<file path="src/rtl/scan_ctrl_pkg.sv">
// Shared types and constants for the scan chain controller.
// The optional MISR (enabled with SCAN_CTRL_MISR_EN) takes its feedback taps from here.
package scan_ctrl_pkg;

    // Controller sequence states
    typedef enum logic [2:0] {
        IDLE,
        SHIFT,
        CAPTURE,
        UNLOAD,
        DONE
    } state_e;

    // Galois MISR feedback taps, LSB-aligned; the low CHAIN_LEN bits are used.
    // The 8-bit value is x^8 + x^4 + x^3 + x^2 + 1.
    localparam logic [31:0] MISR_POLY = 32'h0000_001D;

    // Width of the per-phase cell counter; never narrower than one bit
    function automatic int unsigned cnt_width(input int unsigned n);
        return (n < 2) ? 1 : $clog2(n);
    endfunction

endpackage

</file>
<file path="src/rtl/scan_ctrl_misr.sv">
// Multiple-input signature register folding the unloaded scan stream into a
// WIDTH-bit signature. It clears only on reset, so it accumulates across patterns.
// It is used only when SCAN_CTRL_MISR_EN is defined.
module scan_ctrl_misr
    import scan_ctrl_pkg::*;
#(
    parameter int unsigned WIDTH = 8
) (
    input  logic             clk_i,
    input  logic             rn_i,
    input  logic             en_i,
    input  logic             din_i,
    output logic [WIDTH-1:0] sig_o,
    output logic [WIDTH-1:0] sig_nxt_o
);

    localparam logic [WIDTH-1:0] POLY = MISR_POLY[WIDTH-1:0];

    logic [WIDTH-1:0] sig_q;
    logic [WIDTH-1:0] sig_d;

    // Next signature: shift, conditional polynomial feedback, then fold in the data bit
    always_comb begin
        sig_d = {sig_q[WIDTH-2:0], 1'b0} ^ (sig_q[WIDTH-1] ? POLY : '0);
        sig_d[0] = sig_d[0] ^ din_i;
    end

    // Signature register; the value is updated only while unloading
    always_ff @(posedge clk_i) begin
        if (!rn_i) begin
            sig_q <= '0;
        end else if (en_i) begin
            sig_q <= sig_d;
        end
    end

    assign sig_o     = sig_q;
    assign sig_nxt_o = sig_d;

endmodule

</file>
<file path="src/rtl/scan_chain_ctrl.sv">
// On-chip scan test master for a single mux-D scan chain.
// Each pattern is loaded MSB-first through SD, given one capture cycle, and then unloaded from
// the last cell's Q into a parallel response.
// Build option SCAN_CTRL_MISR_EN adds a signature register and the sig_out port.
module scan_chain_ctrl
    import scan_ctrl_pkg::*;
#(
    parameter int unsigned CHAIN_LEN = 8,
    parameter logic        FILL_BIT  = 1'b0
) (
    input  logic                 CK,
    input  logic                 RN,
    input  logic                 start,
    input  logic [CHAIN_LEN-1:0] pat_in,
    output logic                 busy,
    output logic                 done,
    output logic [CHAIN_LEN-1:0] resp_out,
`ifdef SCAN_CTRL_MISR_EN
    output logic [CHAIN_LEN-1:0] sig_out,
`endif
    output logic                 scan_se,
    output logic                 scan_sd,
    input  logic                 scan_so
);

    localparam int unsigned     CW       = cnt_width(CHAIN_LEN);
    localparam logic [CW-1:0]   CNT_LAST = CW'(CHAIN_LEN - 1);

    state_e                 state_q;
    logic [CW-1:0]          cnt_q;
    logic [CHAIN_LEN-1:0]   pat_q;
    logic [CHAIN_LEN-1:0]   resp_sh_q;
    logic [CHAIN_LEN-1:0]   resp_sh_d;
    logic [CHAIN_LEN-1:0]   resp_q;
    logic                   busy_q;
    logic                   done_q;
    logic                   se_q;
    logic                   sd_q;

    // The unloaded bits enter at the LSB, so the first bit (cell CHAIN_LEN-1) ends at the MSB
    always_comb begin
        resp_sh_d = {resp_sh_q[CHAIN_LEN-2:0], scan_so};
    end

`ifdef SCAN_CTRL_MISR_EN
    logic [CHAIN_LEN-1:0] misr_sig;
    logic [CHAIN_LEN-1:0] misr_nxt;
    logic [CHAIN_LEN-1:0] sig_q;

    scan_ctrl_misr #(
        .WIDTH (CHAIN_LEN)
    ) u_misr (
        .clk_i     (CK),
        .rn_i      (RN),
        .en_i      (state_q == UNLOAD),
        .din_i     (scan_so),
        .sig_o     (misr_sig),
        .sig_nxt_o (misr_nxt)
    );

    // Publish the signature at the same edge as resp_out, including the last unloaded bit
    always_ff @(posedge CK) begin
        if (!RN) begin
            sig_q <= '0;
        end else if (state_q == UNLOAD && cnt_q == CNT_LAST) begin
            sig_q <= misr_nxt;
        end
    end

    assign sig_out = sig_q;
`endif

    // Sequencing FSM with registered scan and handshake outputs
    always_ff @(posedge CK) begin
        if (!RN) begin
            state_q   <= IDLE;
            cnt_q     <= '0;
            pat_q     <= '0;
            resp_sh_q <= '0;
            resp_q    <= '0;
            busy_q    <= 1'b0;
            done_q    <= 1'b0;
            se_q      <= 1'b0;
            sd_q      <= 1'b0;
        end else begin
            case (state_q)
                IDLE: begin
                    done_q <= 1'b0;
                    if (start) begin
                        // The MSB goes out in the first shift cycle; the rest stays queued
                        state_q <= SHIFT;
                        cnt_q   <= '0;
                        pat_q   <= pat_in << 1;
                        busy_q  <= 1'b1;
                        se_q    <= 1'b1;
                        sd_q    <= pat_in[CHAIN_LEN-1];
                    end
                end
                SHIFT: begin
                    if (cnt_q == CNT_LAST) begin
                        state_q <= CAPTURE;
                        cnt_q   <= '0;
                        se_q    <= 1'b0;
                        sd_q    <= 1'b0;
                    end else begin
                        cnt_q <= cnt_q + 1'b1;
                        sd_q  <= pat_q[CHAIN_LEN-1];
                        pat_q <= pat_q << 1;
                    end
                end
                CAPTURE: begin
                    state_q <= UNLOAD;
                    cnt_q   <= '0;
                    se_q    <= 1'b1;
                    sd_q    <= FILL_BIT;
                end
                UNLOAD: begin
                    resp_sh_q <= resp_sh_d;
                    if (cnt_q == CNT_LAST) begin
                        state_q <= DONE;
                        cnt_q   <= '0;
                        resp_q  <= resp_sh_d;
                        busy_q  <= 1'b0;
                        done_q  <= 1'b1;
                        se_q    <= 1'b0;
                        sd_q    <= 1'b0;
                    end else begin
                        cnt_q <= cnt_q + 1'b1;
                    end
                end
                DONE: begin
                    state_q <= IDLE;
                    done_q  <= 1'b0;
                end
                default: begin
                    state_q <= IDLE;
                    cnt_q   <= '0;
                    busy_q  <= 1'b0;
                    done_q  <= 1'b0;
                    se_q    <= 1'b0;
                    sd_q    <= 1'b0;
                end
            endcase
        end
    end

    assign busy     = busy_q;
    assign done     = done_q;
    assign resp_out = resp_q;
    assign scan_se  = se_q;
    assign scan_sd  = sd_q;

endmodule
</file>
<file path="config.mk">
export PLATFORM = sky130hd
export DESIGN_NAME = scan_chain_ctrl
export DESIGN_NICKNAME = d
export VERILOG_FILES = /design/src/rtl/scan_ctrl_pkg.sv /design/src/rtl/scan_ctrl_misr.sv /design/src/rtl/scan_chain_ctrl.sv
export SDC_FILE = /design/constraint.sdc
export NUM_CORES = 1
export LEC_CHECK = 0
export ABC_AREA = 1
export CORE_UTILIZATION = 28
export DETAILED_ROUTE_END_ITERATION = 10
export HOLD_SLACK_MARGIN = 0.1
export PLACE_DENSITY = 0.5
export SLEW_MARGIN = 20
export SYNTH_ARGS = -nofsm -noshare
export SYNTH_HDL_FRONTEND = slang
export SYNTH_SLANG_ARGS = --single-unit
</file>
<file path="constraint.sdc">
create_clock -name CK -period 1.5 [get_ports CK]
set_input_delay 0.3 -clock CK [delete_from_list [all_inputs] [get_ports CK]]
set_output_delay 0.3 -clock CK [all_outputs]
set_load 0.03 [all_outputs]
</file>
==> results of run 1 <==
[where the power goes]
| group | switching, uW | leakage (uW) | total, uW | internal, uW |
|---|---|---|---|---|
| Sequential | 31.2 | 0.000261 | 946 | 915 |
| Clock | 330 | 0.0000645 | 916 | 586 |
| Combinational | 229 | 0.000521 | 378 | 149 |
[cells by family (layout without fill, tap and decap cells)]
kind of cell | Yosys count | after routing | share of synthesized area, %
fa+ha+maj | 3 | 3 | 2.728
flops | 32 | 32 | 46.55
compound gates | 39 | 39 | 15.27
buf+inv | 24 | 58 | 7.636
simple gates | 87 | 87 | 27.82
[layout by cell type (no fill, tap or decap), types with 2 or more instances in the layout]
cell             Yosys  layout
nand2_1             52      52
dfxtp_1             32      32
nor2_1              24      24
a21oi_1             19      19
inv_1               17      17
dlygate4sd2_1        0      12
clkdlybuf4s50_1      0      11
o21ai_0              7       7
o21ai_1              7       7
clkbuf_8             0       7
buf_4                0       7
nand3_1              3       3
a211oi_1             3       3
ha_1                 3       3
nand2_4              2       2
nand4_1              2       2
[layer usage]
metal	GRT usage [%]	share of wire, %
met1	18.18	53
met2	19.83	40
met3	4.306	5.5
met4	5.882	1.4
met5	0	0
[critical path: stages, from the launching register on]
cell     delay [ns]
dfxtp_1        0.34
ha_1           0.18
ha_1           0.21
nand2_4        0.10
nor2_8         0.19
inv_4          0.09
nor2_1         0.09
nor2_1         0.05
[final cells by class]
type | instances | area share (%)
flip-flops and latches | 32 | 34.92
inverters | 20 | 4.229
repair buffers | 30 | 14.60
multi-input cells | 129 | 34.79
clock buffers | 7 | 5.252
well taps | 67 | 4.570
clock inverters | 1 | 1.637
[repair_timing]
action | in CTS | in global routing
endpoints found under the setup margin | 12 | 6
hold endpoints to repair | 0 | 0
resized for setup | 12 | 2
pin swaps | 0 | 0
[through the flow]
| step | area, um2 | TNS, ns | hold WS [ns] |
|---|---|---|---|
| after floorplan | 1376 | 0 | 0.4384 |
| after global placement | 1713 | -0.1627 | 0.4525 |
| after detailed placement | 1713 | -0.1607 | 0.4525 |
| after CTS | 1824 | 0 | 0.4670 |
| after global routing | 1834 | 0 | 0.4776 |
| final | 1834 | 0 | 0.4624 |
[sequential cells by signal, summed over array words and instances (netlist names)]
signal	cells
scan_se	1
busy	1
resp_out	8
scan_sd	1
state_q	3
pat_q	7
done	1
resp_sh_q	7
cnt_q	3
[worst min-delay path by stage]
| stage | slack, ns | from | end |
|---|---|---|---|
| 2_1_floorplan | 0.44 | RN | cnt_q[0] |
| 6_report | 0.46 | resp_out[4] | resp_out[4] |
| 4_1_cts | 0.47 | resp_out[4] | resp_out[4] |
| 3_3_place_gp | 0.45 | resp_out[4] | resp_out[4] |
| 3_5_place_dp | 0.45 | resp_out[1] | resp_out[1] |
| 5_1_grt | 0.48 | resp_out[4] | resp_out[4] |
==> results.py, run 1 <==
metrics = {
    "route": {
        "dr.pass1.iters": 4,
        "vias": 1198,
        "drt-initial-drc-count": 35,
        "drtAntennaViolNets": 0,
        "avgRoutedWirePerCell_um": 10.29,
        "vias_per_cell": 4.189,
        "drt_wl_total_mm": 2.944,
        "drcViolationCount": 0,
    },
    "cells_and_area": {
        "multi_input_area_um2": 638.1,
        "num_antenna_cells": 0,
        "syn_to_final_growth_pct": 33.27,
        "drive_above_1_share_pct": 10.96,
        "fin_nets": 233,
        "instances_no_fill": 286,
        "final_core_util_pct": 38.83,
        "fillers": 507,
        "ff_latch_area_um2": 640.6,
    },
    "clock_network": {
        "cts_tree": "yes",
        "clkSinkCount": 32,
        "holdBufCountCts": 0,
        "clk_path_buf_depth": 2,
        "cts_root_buffer": "clkbuf_8",
        "h-tree-depth": 2,
        "cts_made_buffers": 5,
        "clock_latency_ns": 0.28,
        "post_cts_buffers": 0,
        "path_clk_slew_ns": 0.07,
    },
    "timing": {
        "layout_setup_ws_ns": 0.1416,
        "tightest_slew_ns": 0.3022,
        "setup_viol": 0,
        "rsz0062_at_grt": "false",
        "min_period_over_period_pct": 90.56,
        "finalHoldViolations": 0,
        "relSlewSlack_pct": 79.94,
        "slew_viol_final": 0,
        "fmax_mhz": 736.2,
        "finClkSkew_ns": 0.003964,
        "period_needed_ns": 1.358,
    },
    "placement": {
        "post-place-cells": 278,
        "globalplace.congestion": 0.6839,
        "place_ws_ns": -0.03159,
        "port_buffers": 23,
        "hpwl_mm": 2.022,
    },
    "synthesis": {
        "synth_area_leaders": "dfxtp_1 (47%), nand2_1 (14%), a21oi_1 (6.9%), nor2_1 (6.5%), inv_1 (4.6%)",
        "yosysUniqueCellTypes": 23,
        "synth_area_um2": 1376,
        "async_reset_ff_share_pct": 0,
        "synth_commonest_cells": "nand2_1 (52), dfxtp_1 (32), nor2_1 (24), a21oi_1 (19), inv_1 (17)",
        "yosysWarnings": 0,
        "synth_edf_count": 0,
        "syn_inst": 185,
        "avgSynthCellArea_um2": 7.440,
        "yosysSeqAreaShare_pct": 46.55,
        "synth_top_cell_by_area": "dfxtp_1",
        "syn-num-nets": 200,
        "ys_seq_elements": 32,
        "synthFlopType": "dfxtp_1",
        "yosysMostFrequentCell": "nand2_1",
        "synth_top_area_share_pct": 46.55,
    },
    "run": {
        "cap_violations": 0,
    },
    "grt": {
        "grt_max_degree": 15,
        "grt_pass1_wl_mm": 5.361,
        "track_usage_pct": 13.52,
        "grt.overflow.total": 0,
        "grt_pass1_vias": 1171,
        "antenna_found_initial": 0,
    },
    "die": {
        "io_pins": 24,
        "die_area_um2": 5200,
        "num_rows": 25,
        "initial_core_util_pct": 29.14,
        "fp.coreArea_um2": 4723,
        "die_h_um": 72.11,
        "fp.dieW_um": 72.11,
    },
    "worst_setup_path": {
        "start_kind": "flip-flop",
        "critPathLaunch": "cnt_q[0]",
        "path_max_fanout": 10,
        "endpoint_kind": "flip-flop",
        "reg2reg_to": "resp_out[7]",
        "r2r_slack_ns": 0.14,
        "worstPathArrival_ns": 1.54,
        "r2r-start": "cnt_q[0]",
        "critical_path_class": "reg2reg",
        "r2r_cells": 7,
        "endpoint": "resp_out[7]",
        "cp.required_ns": 1.68,
    },
    "hold_path": {
        "hold_depth": 2,
        "hold_path.class": "reg2reg",
    },
    "power": {
        "ir_drop_mv": 0.5410,
        "powerDensity_nw_per_um2": 1221,
        "power_uw": 2240,
        "leakage_uw": 0.0008465,
    },
    "outcome": {
        "status": "finished clean",
    },
}
Power figures use the tool's default switching activity.
==> run 2: changes to the inputs <==
--- a/config.mk
+++ b/config.mk
@@ -6,10 +6,12 @@
 export NUM_CORES = 1
 export LEC_CHECK = 0
 export ABC_AREA = 1
-export CORE_UTILIZATION = 28
+export CORE_UTILIZATION = 33
 export DETAILED_ROUTE_END_ITERATION = 10
 export HOLD_SLACK_MARGIN = 0.1
-export PLACE_DENSITY = 0.5
+export PLACE_DENSITY = 0.56
+export REMOVE_ABC_BUFFERS = 1
+export SKIP_LAST_GASP = 1
 export SLEW_MARGIN = 20
 export SYNTH_ARGS = -nofsm -noshare
 export SYNTH_HDL_FRONTEND = slang
==> results.py, run 2 (synthesis results as in run 1) <==
metrics = {
    "timing": {
        "setup_tns_ns": 0,
        "whs_ns": 0.4580,
        "finalHoldViolations": 0,
        "tightest_slew_ns": 0.3082,
        "slew_viol_final": 0,
        "period_needed_ns": 1.362,
        "finClkSkew_ns": 0.005581,
        "relSlewSlack_pct": 79.54,
        "setup_viol": 0,
        "fmax_mhz": 734.0,
        "rsz0062_at_grt": "false",
        "min_period_over_period_pct": 90.82,
    },
    "clock_network": {
        "clock_latency_ns": 0.28,
        "clk_path_buf_depth": 2,
        "post_cts_buffers": 0,
        "h-tree-depth": 2,
        "clkSinkCount": 32,
        "path_clk_slew_ns": 0.06,
        "cts_tree": "yes",
        "cts_made_buffers": 5,
        "cts_root_buffer": "clkbuf_8",
    },
    "route": {
        "drcViolationCount": 0,
        "dr.pass1.iters": 4,
        "drt_wl_total_mm": 2.703,
        "avgRoutedWirePerCell_um": 10.09,
        "vias": 1169,
        "drtAntennaViolNets": 0,
        "vias_per_cell": 4.362,
        "drt-initial-drc-count": 36,
    },
    "worst_setup_path": {
        "r2r-start": "cnt_q[0]",
        "max_stage_delay_ns": 0.33,
        "path_buf_inv": 1,
        "path_cells": "ha_1, ha_1, nand2_4, nor2_8, inv_2, nor2_1, nor2_1",
        "critical_path_class": "reg2reg",
        "start_kind": "flip-flop",
        "cp.required_ns": 1.68,
        "critPathLaunch": "cnt_q[0]",
        "endpoint_kind": "flip-flop",
        "path_delay_family": "simple AND/OR/NAND/NOR gates",
        "crit_path_top_delay_cell": "dfxtp_1",
        "path_max_fanout": 10,
        "worstPathArrival_ns": 1.54,
    },
    "cells_and_area": {
        "largest_reg_flops": 8,
        "instances_no_fill": 268,
        "final_common_cell": "nand2_1",
        "fin_nets": 232,
        "num_antenna_cells": 0,
        "final_cell_mix": "nand2_1 (52), dfxtp_1 (32), nor2_1 (24)",
        "syn_to_final_growth_pct": 29.27,
        "drive_above_1_share_pct": 9.633,
    },
    "die": {
        "io_pins": 24,
        "fp.dieW_um": 66.58,
        "num_rows": 23,
        "die_area_um2": 4433,
        "fp.coreArea_um2": 4000,
        "die_h_um": 66.58,
        "initial_core_util_pct": 34.41,
    },
    "grt": {
        "track_usage_pct": 14.31,
        "grt.overflow.total": 0,
        "grt_pass1_vias": 1059,
        "grt_pass1_wl_mm": 4.740,
        "grt_max_degree": 19,
        "antenna_found_initial": 0,
    },
    "placement": {
        "globalplace.congestion": 0.7071,
        "hpwl_mm": 1.908,
        "post-place-cells": 260,
        "port_buffers": 23,
    },
    "power": {
        "powerDensity_nw_per_um2": 1120,
        "leakage_uw": 0.0008263,
        "ir_drop_mv": 0.5666,
    },
    "outcome": {
        "status": "finished clean",
    },
    "hold_path": {
        "hold_path.class": "reg2reg",
        "hold_start": "scan_se",
    },
    "run": {
        "cap_violations": 0,
    },
}
[run 2: cell count changes in the layout (fill, tap and decap cells not counted)]
| cell | change |
|---|---|
| inv_2 | +1 |
| inv_4 | -1 |
| bufinv_16 | -1 |
| clkbuf_8 | -1 |
| buf_4 | -2 |
| buf_12 | +1 |
| clkbuf_1 | +2 |
[run 2: worst paths after layout]
check,to,slack [ns],cells past startpoint
worst max-delay path,resp_out[7],0.14,7
worst min-delay path,scan_se,0.46,2
worst max register to register,resp_out[7],0.14,7
worst min register to register,scan_se,0.46,2
[run 2: timing repair]
| action | CTS | global route |
|---|---|---|
| endpoints found under the setup margin | 12 | 4 |
| gates resized for setup | 12 | 1 |
| hold buffers | 0 | 0 |
[run 2: power breakdown]
group / internal (uW) / switching (uW)
logic: 151 / 226
registers: 916 / 31.8
clock network: 374 / 295
total: 1440 / 553
[run 2: metal layers]
layer  vias up  wire length (um)  GRT usage (%)
met5         -                 0              0
met1       493              1395          18.70
met2        21              1100          21.46
met4         0                42          5.585
li1        650                 -              -
met3         5               165          4.795
[run 2: cell type report]
| type | instances | area (um2) |
|---|---|---|
| Fill cell | 421 | 2221 |
| Sequential cell | 32 | 640.6 |
| Multi-Input combinational cell | 129 | 638.1 |
| Timing Repair Buffer | 29 | 272.8 |
| Clock buffer | 8 | 90.09 |
| Inverter | 20 | 75.07 |
| Tap cell | 50 | 62.56 |
[run 2: stage by stage]
stage | setup slack, ns | power (uW) | util [%] | instance area (um2)
after floorplan | 0.2140 | 1215 | - | 1346
after global placement | -0.04610 | 1349 | 42.41 | 1697
after detailed placement | -0.02292 | 1351 | 42.41 | 1697
after CTS | 0.08370 | 2008 | 44.29 | 1772
after global routing | 0.01028 | 2110 | 44.48 | 1779
final | 0.1376 | 1993 | 44.48 | 1779
[run 2: worst min-delay path, cell delays in order, from the launching register on]
cell     delay, ns
dfxtp_1       0.31
nand2_1       0.06
a21oi_1       0.05
==> run 3: changes to the inputs <==
--- a/config.mk
+++ b/config.mk
@@ -6,6 +6,7 @@
 export NUM_CORES = 1
 export LEC_CHECK = 0
 export ABC_AREA = 1
+export CAP_MARGIN = 20
 export CORE_UTILIZATION = 33
 export DETAILED_ROUTE_END_ITERATION = 10
 export HOLD_SLACK_MARGIN = 0.1
==> results of run 3 <==
The final DEF is identical to that of run 2; final timing and power are the same.
